<file path="config.mk">
export PLATFORM = sky130hd
export DESIGN_NAME = bit_shifter
export DESIGN_NICKNAME = d
export VERILOG_FILES = /design/src/rtl/bit_shifter_pkg.sv /design/src/rtl/bit_shifter_btn_debounce.sv /design/src/rtl/bit_shifter.sv
export SDC_FILE = /design/constraint.sdc
export NUM_CORES = 1
export LEC_CHECK = 0
export CAP_MARGIN = 20
export CORE_ASPECT_RATIO = 1.25
export CORE_UTILIZATION = 59
export CTS_BUF_LIST = sky130_fd_sc_hd__clkbuf_16
export DETAILED_ROUTE_END_ITERATION = 6
export GPL_ROUTABILITY_DRIVEN = 1
export PLACE_DENSITY = 0.87
export SETUP_SLACK_MARGIN = 0.02
export SLEW_MARGIN = 20
export SYNTH_ARGS = -nofsm -noshare
export SYNTH_HDL_FRONTEND = slang
export SYNTH_SLANG_ARGS = --single-unit
</file>
<file path="constraint.sdc">
create_clock -name clk -period 4.8 [get_ports clk]
set_clock_uncertainty 0.15 [all_clocks]
set_input_delay 0.96 -clock clk [delete_from_list [all_inputs] [get_ports clk]]
set_output_delay 0.96 -clock clk [all_outputs]
set_load 0.02 [all_outputs]
</file>
<file path="src/rtl/bit_shifter_pkg.sv">
// Shared widths and helpers for the chip-select delay stage.
package bit_shifter_pkg;

  localparam int LEN_W     = 4;
  localparam int MAX_DELAY = 15;
  localparam int SR_W      = MAX_DELAY;

  typedef logic [LEN_W-1:0] len_t;

  // Delay selection wraps 15 -> 0 through natural 4-bit overflow.
  function automatic len_t len_next(input len_t l);
    return l + len_t'(1);
  endfunction

endpackage

</file>
<file path="src/rtl/bit_shifter_btn_debounce.sv">
// Pushbutton conditioner: 2-flop synchronizer, sample prescaler,
// N-consecutive-sample level filter and a single press pulse per 0->1 change.
module btn_debounce #(
  parameter int DIV = 16,
  parameter int N   = 3
) (
  input  logic clk,
  input  logic rst,
  input  logic btn_raw,
  output logic sample_en,
  output logic press
);

  localparam int PW = $clog2(DIV);
  localparam int MW = $clog2(N + 1);
  localparam logic [PW-1:0] PRE_LAST   = PW'(DIV - 1);
  localparam logic [MW-1:0] MATCH_LAST = MW'(N - 1);

  logic [1:0]    sync_q;
  logic [PW-1:0] pre_cnt;
  logic [MW-1:0] match_cnt;
  logic          level;

  assign sample_en = (pre_cnt == PRE_LAST);

  always_ff @(posedge clk or posedge rst) begin
    if (rst) begin
      sync_q    <= '0;
      pre_cnt   <= '0;
      match_cnt <= '0;
      level     <= 1'b0;
      press     <= 1'b0;
    end else begin
      sync_q  <= {sync_q[0], btn_raw};
      press   <= 1'b0;
      pre_cnt <= sample_en ? '0 : pre_cnt + PW'(1);
      if (sample_en) begin
        if (sync_q[1] != level) begin
          // The Nth differing sample flips the level; press only on a rise.
          if (match_cnt == MATCH_LAST) begin
            level     <= ~level;
            match_cnt <= '0;
            press     <= ~level;
          end else begin
            match_cnt <= match_cnt + MW'(1);
          end
        end else begin
          match_cnt <= '0;
        end
      end
    end
  end

endmodule

</file>
<file path="src/rtl/bit_shifter.sv">
// SPI chip-select delay stage: CS is retimed by len (0..15) clocks,
// SCK and MISO pass straight through; a button press steps len.
module bit_shifter
  import bit_shifter_pkg::*;
#(
  parameter int DIV = 16,
  parameter int N   = 3
) (
  input  logic clk,
  input  logic rst,
  input  logic cs,
  input  logic sdo,
  input  logic btn_raw,
  output logic miso,
  output logic o_clk,
  output logic o_cs,
  output logic o_cs_en
);

  logic            rst_meta;
  logic            rst_int;
  logic            sample_en;
  logic            inc;
  len_t            len;
  logic [SR_W-1:0] sr;
  logic [SR_W:0]   taps;

  // Asserts immediately, releases two edges after rst falls.
  always_ff @(posedge clk or posedge rst) begin
    if (rst) begin
      rst_meta <= 1'b1;
      rst_int  <= 1'b1;
    end else begin
      rst_meta <= 1'b0;
      rst_int  <= rst_meta;
    end
  end

  btn_debounce #(
    .DIV (DIV),
    .N   (N)
  ) u_btn (
    .clk       (clk),
    .rst       (rst_int),
    .btn_raw   (btn_raw),
    .sample_en (sample_en),
    .press     (inc)
  );

  always_ff @(posedge clk or posedge rst_int) begin
    if (rst_int) begin
      len <= '0;
      sr  <= '0;
    end else begin
      sr <= {sr[SR_W-2:0], cs};
      if (inc) len <= len_next(len);
    end
  end

  // Tap 0 is the live input, so len=0 is a zero-latency path.
  assign taps    = {sr, cs};
  assign o_cs    = taps[len];
  assign o_cs_en = (len != '0);
  assign miso    = sdo;
  assign o_clk   = clk;

  // A press pulse always lands in the cycle after a sample strobe.
  a_press_after_sample : assert property (@(posedge clk) disable iff (rst_int) inc |-> !sample_en);

endmodule

</file>
---- Yosys cells after proc, flatten, opt, wreduce, memory -nomap -nowiden ----
Cells that the tools add are included.
operators by class
  add/subtract/negate cells ............... 3
  magnitude comparators ................... 1
  eq/ne operators ......................... 3
  muxes and demuxes ....................... 8
  bitwise logic cells ..................... 1
  reductions and logical operators ........ 2
operators with widths
  cell                 count
  $add 4x1->4 const B  2
  $lt 4x5->1 const B   1
  $bmux 1 s4           1
  $eq 4x4->1 const B   1
  $mux 1               4
  $mux 2               2
  $mux 4               1
  $reduce_bool 4->1    1
  $reduce_and 3->1     1
  $add 2x1->2 const B  1
  $eq 2x2->1 const B   1
  $ne 1x1->1           1
  $not 1->1            1
storage, ports and cells
  bits in registers ....................... 31
  bits of input ports ..................... 5
  output and inout bits ................... 4
  logic and storage cells ................. 27

---- Longest topological paths before layout ----
Gate-level depths: netlist of run 1.
  word-level depth ........................ 4
  mapped depth ............................ 5

---- By module ----
From an unflattened synthesis of run 1, not the netlist that was laid out.
second synthesis, totals
  cells, all modules ...................... 77
  area, all modules ....................... 1168.6 um2
modules (own cells, without submodules)
  module        times used  cells an instance  area each (um2)  seq. area each (um2)
  bit_shifter   1           49                 785.8            528.0
  btn_debounce  1           28                 382.9            250.2

==> summary.txt, run 1 <==
Outcome
  • Status: complete, no violations

CTS
  • CTS tree: done
  • Cts repair resizes: 0
  • Skew-Pair Late Insertion Delay: 0.38 ns
  • Clock slew at reported path FFs: 0.05 ns
  • Setup Buffers After CTS: 0
  • Hold_buf cts: 0

Synth
  • Mapped Nets: 86
  • Top-area cell type share of the netlist area: 0.6250
  • Synth area leader: dfrtp_1
  • Post-Syn Instances: 78
  • Synthesized flop and latch total: 31
  • Sequential area share after synthesis: 0.6703
  • Post-Syn Area: 0.001161 mm^2
  • Distinct cells, synth: 23
  • Avg Inst Size Synth: 14.89 um^2
  • Synth area leaders: dfrtp_1 63%, mux4_1 9.1%, dfstp_2 4.5%
  • Syn. warnings: 0

Power
  • Clock power share: 0.600
  • Power Internal: 0.5846 mW
  • Sequential power share: 0.380
  • Switching Power: 0.1452 mW
  • Power per cell area: 513.0 mW/mm^2
  • VDD IR max: 474.1 uV
  • Leakage: 0.6631 nW
  • Combinational share of power: 0.019
  • Switching Fraction: 0.1990

Cells and area
  • Core Util, Final: 0.7869
  • Layout cell share with drive strength beyond 1: 0.1444
  • ANT cells: 0
  • Final Non-Filler Cells: 109
  • Layout area overhead: 22.52%
  • # nets final: 98
  • Most common cell after layout, fill and taps aside: dfrtp_1
  • Most frequent cells in the layout: 29 x dfrtp_1, 8 x clkbuf_16, 6 x clkdlybuf4s50_1

Floorplanning
  • Placeable Area: 0.001808 mm^2
  • DIE HEIGHT: 51.60 um
  • Die width: 41.68 um
  • FP Rows: 17
  • Initial Util: 0.6422
  • DIE AREA: 0.002151 mm^2
  • I/O pins: 9

Global routing
  • Global-route wire length before repair: 3312 um
  • Grt ovf: 0
  • Global-route usage over all layers: 0.2417
  • Vias in the first global route: 718
  • Antenna violations before repair: 0
  • Largest net degree at the start of global routing: 30

STA
  • Final hold vios: 0
  • Max-slew violation count: 0
  • Hold_ws: 0.1583 ns
  • Setup_tns: 0 ns
  • Final WS setup: 0.5095 ns
  • Headroom to the max-slew limit: 0.6177
  • RSZ-0062 raised after global routing: false
  • Least-Margin Pin Slew: 0.5726 ns
  • Setup-failing EPs final: 0

Worst setup path
  • Worst path bufs/invs: 3
  • Data required time of the critical path: 3.69 ns
  • Crit Path Max Fanout: 2
  • Crit end category: output port
  • Max incr delay on CP: 0.53 ns
  • Worst EP arrival: 3.18 ns
  • Slowest stage cell on the critical path: clkdlybuf4s50_1
  • Crit path cell chain: clkbuf_16, clkbuf_16, clkdlybuf4s50_1
  • CP Class: clk -> out
  • Reg2Reg Setup Slack: 3.14 ns
  • Worst Setup Start Kind: clock port
  • Delay-heaviest family, CP: buffers and inverters
  • Most used cell, CP: clkbuf_16

Placement
  • IO Port Bufs: 6
  • GPL Wtd Cong: 0.7400
  • Pre-CTS setup slack: 0.7815 ns
  • Inst Count DP: 99
  • Dpl hpwl: 993.7 um

Drt
  • DRT Pass-1 Iters: 4
  • Antenna-violating nets left: 0
  • Via count: 623
  • Via density per instance: 5.716
  • Post-DR wirelength/cell: 15.94 um
  • Final WL: 1737 um
  • 1st-iter DRT viols: 3
  • DR DRC count: 0

Flow run
  • Max_cap viols: 0

Worst hold path
  • Min-delay worst type: reg -> async
[power groups by stage]
stage | Clock (mW) | Sequential [mW] | Combinational, mW
finish | 0.438 | 0.277 | 0.0142
global route | 0.462 | 0.279 | 0.0164
CTS | 0.450 | 0.277 | 0.0147
detailed placement | 0.0280 | 0.281 | 0.0144
global placement | 0.0280 | 0.280 | 0.0140
floorplan | 0.0243 | 0.279 | 0.0106
[area by class of cell]
type                    instances  area [um^2]
flip-flops and latches         31        778.2
fillers                       115        385.4
multi-input cells              37        329.1
clock buffers                   9        210.2
repair buffers                  5        50.05
well taps                      19        23.77
inverters                       6        22.52
clock inverters                 2        8.758
[final timing paths]
kind / start / end / cells past startpoint
max: clk / o_clk / 3
min: rst_int / sr[10] / 1
max reg2reg: u_btn.pre_cnt[0] / u_btn.level / 4
min reg2reg: rst_int / sr[10] / 1
max in group asynchronous: rst / rst_int / 2
min in group clk: rst_meta / rst_int / 0
[logic make-up (layout without fill, tap and decap cells)]
group                      count (synthesis)  count (layout)  synth area share
other                                      1               1          0.003230
DFF                                       31              31            0.6703
muxes                                      6               6            0.1088
buffers and inverters                     10              22           0.04633
adders and majority gates                  3               3           0.03233
and+or+nand+nor                           17              17           0.07974
AOI/OAI and AO/OA                          5               5           0.02155
xor gates and xnor gates                   5               5           0.03772
[state kept, by name (all words and copies together), names as in the netlist]
| register | cells |
|---|---|
| u_btn.level | 1 |
| rst_int | 1 |
| len | 4 |
| sr | 15 |
| u_btn.pre_cnt | 4 |
| rst_meta | 1 |
| u_btn.sync_q | 2 |
| u_btn.press | 1 |
| u_btn.match_cnt | 2 |
[through the flow]
stage,cell area (um^2),power (mW)
after floorplan,1161,0.3144
after global placement,1214,0.3224
after detailed placement,1214,0.3237
after CTS,1423,0.7423
after global routing,1423,0.7572
final,1423,0.7298
[per-layer routing]
layer / track usage / vias up / wire (um)
met1: 0.2662 / 308 / 744
met5: 0 / - / 0
li1: - / 285 / -
met2: 0.3125 / 17 / 824
met3: 0.1076 / 13 / 74
met4: 0.2957 / 0 / 93
[cells in the mapped netlist]
library cell,count
nand3_1,4
dfrtp_1,29
nand4b_1,1
buf_2,1
dfstp_2,2
mux4_1,4
nand2_1,4
conb_1,1
o21ai_0,4
xor2_1,3
and3_1,1
nand3b_1,2
buf_4,2
xnor2_1,2
mux2i_1,1
nor2_1,2
nor3b_1,1
buf_6,1
nand4_1,2
ha_1,3
mux2_2,1
inv_1,6
a21oi_1,1
Note: power is estimated with default switching activity, not from simulation.
==> inputs of run 2 (changes only) <==
--- a/config.mk
+++ b/config.mk
@@ -5,9 +5,10 @@
 export SDC_FILE = /design/constraint.sdc
 export NUM_CORES = 1
 export LEC_CHECK = 0
+export ABC_AREA = 1
 export CAP_MARGIN = 20
 export CORE_ASPECT_RATIO = 1.25
-export CORE_UTILIZATION = 59
+export CORE_UTILIZATION = 60
 export CTS_BUF_LIST = sky130_fd_sc_hd__clkbuf_16
 export DETAILED_ROUTE_END_ITERATION = 6
 export GPL_ROUTABILITY_DRIVEN = 1
==> run 2 against run 1 <==
Combinational power rose by 28%. Sequential share of layout area fell by 2.9 points. Via count rose by 30%. Wire length rose by 26%. Final cell count rose by 39%. Final area rose by 5.5%. Critical path type unchanged. Largest power group unchanged. Highest routed layer unchanged.
==> summary.txt, run 2 <==
Outcome
  • Status: complete, no violations

Synth
  • Post-Syn Instances: 119 (+53%)
  • Synth area leader: dfrtp_1
  • Synth area leaders: dfrtp_1 59%, nand2_1 7.3%, inv_1 6.1%
  • Post-Syn Area: 0.001234 mm^2 (+6.2%)
  • Async SR Flop Fraction: 1.000 (unchanged)
  • Avg Inst Size Synth: 10.37 um^2 (-30%)
  • Most common cell in the netlist: dfrtp_1
  • Largest family of logic cells by synthesized area: simple AND/OR/NAND/NOR gates
  • Mapped Nets: 127 (+48%)
  • Distinct cells, synth: 21 (-8.7%)
  • Synthesized flop and latch total: 31 (unchanged)
  • Synth Flop Type: dfrtp_1
  • Post-synthesis mux area share: 0 (-0.1088)
  • Number of synthesized flops with an enable pin: 0 (unchanged)
  • Syn. warnings: 0 (unchanged)
  • Compound-gate portion of the synthesized area: 0.02637 (+0.004817)
  • Sequential area share after synthesis: 0.6308 (-0.03943)
  • XOR/XNOR Fraction of Synth Area: 0.04260 (+0.004881)
  • Simple-Gate Fraction of Synth Area: 0.1755 (+0.09572)
  • Post-Synth Adder-Cell Area: 0.03043 (-0.001902)
  • Post-synth top cells: 29 x dfrtp_1, 24 x nand2_1, 20 x inv_1
  • Top-area cell type share of the netlist area: 0.5882 (-0.03676)

Cells and area
  • Filler cell count: 125 (+8.7%)
  • Design area: 0.001501 mm^2 (+5.5%)
  • Layout area overhead: 21.70%
  • Top Registers: sr (15), len (4), u_btn.pre_cnt (4)
  • ANT cells: 0 (unchanged)
  • # nets final: 140 (+43%)
  • Top reg by flops: sr
  • Area occupied by multi-input gates: 342.8 um^2 (+4.2%)
  • Max reg flops: 15 (unchanged)
  • Most common cell after layout, fill and taps aside: dfrtp_1
  • Most frequent cells in the layout: 29 x dfrtp_1, 24 x nand2_1, 19 x inv_1
  • Seq. cell area: 778.2 um^2 (unchanged)
  • Layout cell share with drive strength beyond 1: 0.1591 (+0.01465)

Worst setup path
  • Worst Setup SP: clk
  • Crit Reg-Reg Startpoint: len[0]
  • Worst EP arrival: 3.17 ns (about the same)
  • Crit end category: output port
  • Reg2Reg Setup Slack: 3.28 ns (+0.14 ns)
  • Crit Path Max Fanout: 2 (unchanged)
  • R2R cell count: 4 (unchanged)
  • Data required time of the critical path: 3.69 ns (about the same)
  • Crit path capture: o_clk
  • Worst Setup Start Kind: clock port
  • RR Endpoint: len[1]
  • CP Class: clk -> out

STA
  • Max-slew violation count: 0 (unchanged)
  • Setup_tns: 0 ns (unchanged)
  • Least-Margin Pin Slew: 0.5780 ns (+0.005440 ns)
  • Setup-failing EPs final: 0 (unchanged)
  • RSZ-0062 raised after global routing: false
  • Headroom to the max-slew limit: 0.6141 (-0.003632)
  • Final hold vios: 0 (unchanged)

Floorplanning
  • Initial Util: 0.6296 (-0.01259)
  • I/O pins: 9 (unchanged)
  • Placeable Area: 0.001959 mm^2 (+8.4%)
  • DIE AREA: 0.002242 mm^2 (+4.3%)
  • DIE HEIGHT: 52.70 um (+2.1%)
  • FP Rows: 18 (+1)
  • Die width: 42.56 um (+2.1%)

CTS
  • CTS tree: done
  • Setup Buffers After CTS: 0 (unchanged)
  • Skew-Pair Late Insertion Delay: 0.39 ns (about the same)
  • Cts repair resizes: 0 (unchanged)
  • Hold_buf cts: 0 (unchanged)
  • Clock slew at reported path FFs: 0.05 ns (about the same)

Power
  • Power per cell area: 490.2 mW/mm^2 (-4.5%)
  • Leakage: 0.7861 nW (+19%)
  • VDD IR max: 418.8 uV (-12%)

Worst hold path
  • Min-delay worst type: reg -> async

Drt
  • Antenna-violating nets left: 0 (unchanged)
  • DRT Pass-1 Iters: 4 (unchanged)
  • Post-DR wirelength/cell: 14.38 um (-9.8%)
  • Via count: 811 (+30%)
  • DR DRC count: 0 (unchanged)
  • Via density per instance: 5.336 (-6.6%)
  • 1st-iter DRT viols: 8 (+5)
  • Final WL: 2185 um (+26%)

Global routing
  • Antenna violations before repair: 0 (unchanged)
  • Grt ovf: 0 (unchanged)
  • Vias in the first global route: 805 (+12%)
  • Global-route wire length before repair: 3739 um (+13%)
  • Largest net degree at the start of global routing: 30 (unchanged)
  • Global-route usage over all layers: 0.2612 (+0.01950)

Placement
  • Placement Cell Area: 0.001292 mm^2 (+6.5%)
  • IO Port Bufs: 6 (unchanged)
  • GPL Wtd Cong: 0.8300 (+12%)
  • Dpl hpwl: 1288 um (+30%)

Flow run
  • Max_cap viols: 0 (unchanged)
-- run 2: changes by cell type after synthesis, moves of 2 or more --
cell and delta:
o21ai_0 -3, xnor2_1 -2, nand3_2 +2, xor2_1 +3, inv_2 +3, nand2_1 +20, nand2_2 +2, nand3_1 +10
mux4_1 -4, nand3b_1 -2, inv_1 +14
-- run 2: cell families (layout without fill, tap and decap cells) --
group                      count (synthesis)  count (layout)
adders and majority gates                  3               3
other                                      1               1
DFF                                       31              31
buffers and inverters                     26              39
AOI/OAI and AO/OA                          5               5
xor gates and xnor gates                   6               6
and+or+nand+nor                           47              47
-- run 2: through the flow --
stage,hold WS (ns),setup WS [ns],std cells,util,power [mW]
final,0.1617,0.5168,152,0.7663,0.7360
after floorplan,0.1812,1.156,119,-,0.3182
after global placement,0.1835,0.7815,142,0.6596,0.3268
after detailed placement,0.1928,0.7815,142,0.6596,0.3284
after global routing,0.2099,0.5017,152,0.7663,0.7654
after CTS,0.2011,0.5115,152,0.7663,0.7454
-- run 2: cell type report --
cell class | count | share of cell area
clock buffers | 9 | 0.1400
inverters | 23 | 0.05750
repair buffers | 5 | 0.03333
clock inverters | 2 | 0.005833
multi-input cells | 62 | 0.2283
well taps | 20 | 0.01667
flip-flops and latches | 31 | 0.5183
-- run 2: worst min path at each step --
stage          cells after the start            start  slack, ns          endpoint
3_3_place_gp                       0  u_btn.sync_q[0]       0.18   u_btn.sync_q[1]
3_5_place_dp                       0  u_btn.sync_q[0]       0.19   u_btn.sync_q[1]
4_1_cts                            0  u_btn.sync_q[0]       0.20   u_btn.sync_q[1]
2_1_floorplan                      0  u_btn.sync_q[0]       0.18   u_btn.sync_q[1]
6_report                           1          rst_int       0.16  u_btn.pre_cnt[2]
5_1_grt                            0  u_btn.sync_q[0]       0.21   u_btn.sync_q[1]
-- run 2: critical path, stage by stage --
cell	delay [ns]
clkbuf_16	0.12
clkbuf_16	0.13
clkdlybuf4s50_1	0.53
-- run 2: power by group --
part,switching [mW],internal [mW]
clock,0.134,0.306
combinational,0.0112,0.00698
sequential,0.00615,0.272
total,0.151,0.585
-- run 2: routing by layer --
layer  vias up  global-route usage  routed length (um)
li1        385                   -                   -
met1       394              0.2610                 855
met2        22              0.3795                1148
met3        10              0.1310                  95
met4         0              0.2656                  86
met5         -                   0                   0
==> inputs of run 3 (changes only) <==
--- a/config.mk
+++ b/config.mk
@@ -6,6 +6,7 @@
 export NUM_CORES = 1
 export LEC_CHECK = 0
 export ABC_AREA = 1
+export ABC_CLOCK_PERIOD_IN_PS = 4800
 export CAP_MARGIN = 20
 export CORE_ASPECT_RATIO = 1.25
 export CORE_UTILIZATION = 60
==> results of run 3 <==
No change in the layout: final DEF, timing and power equal those of run 2.
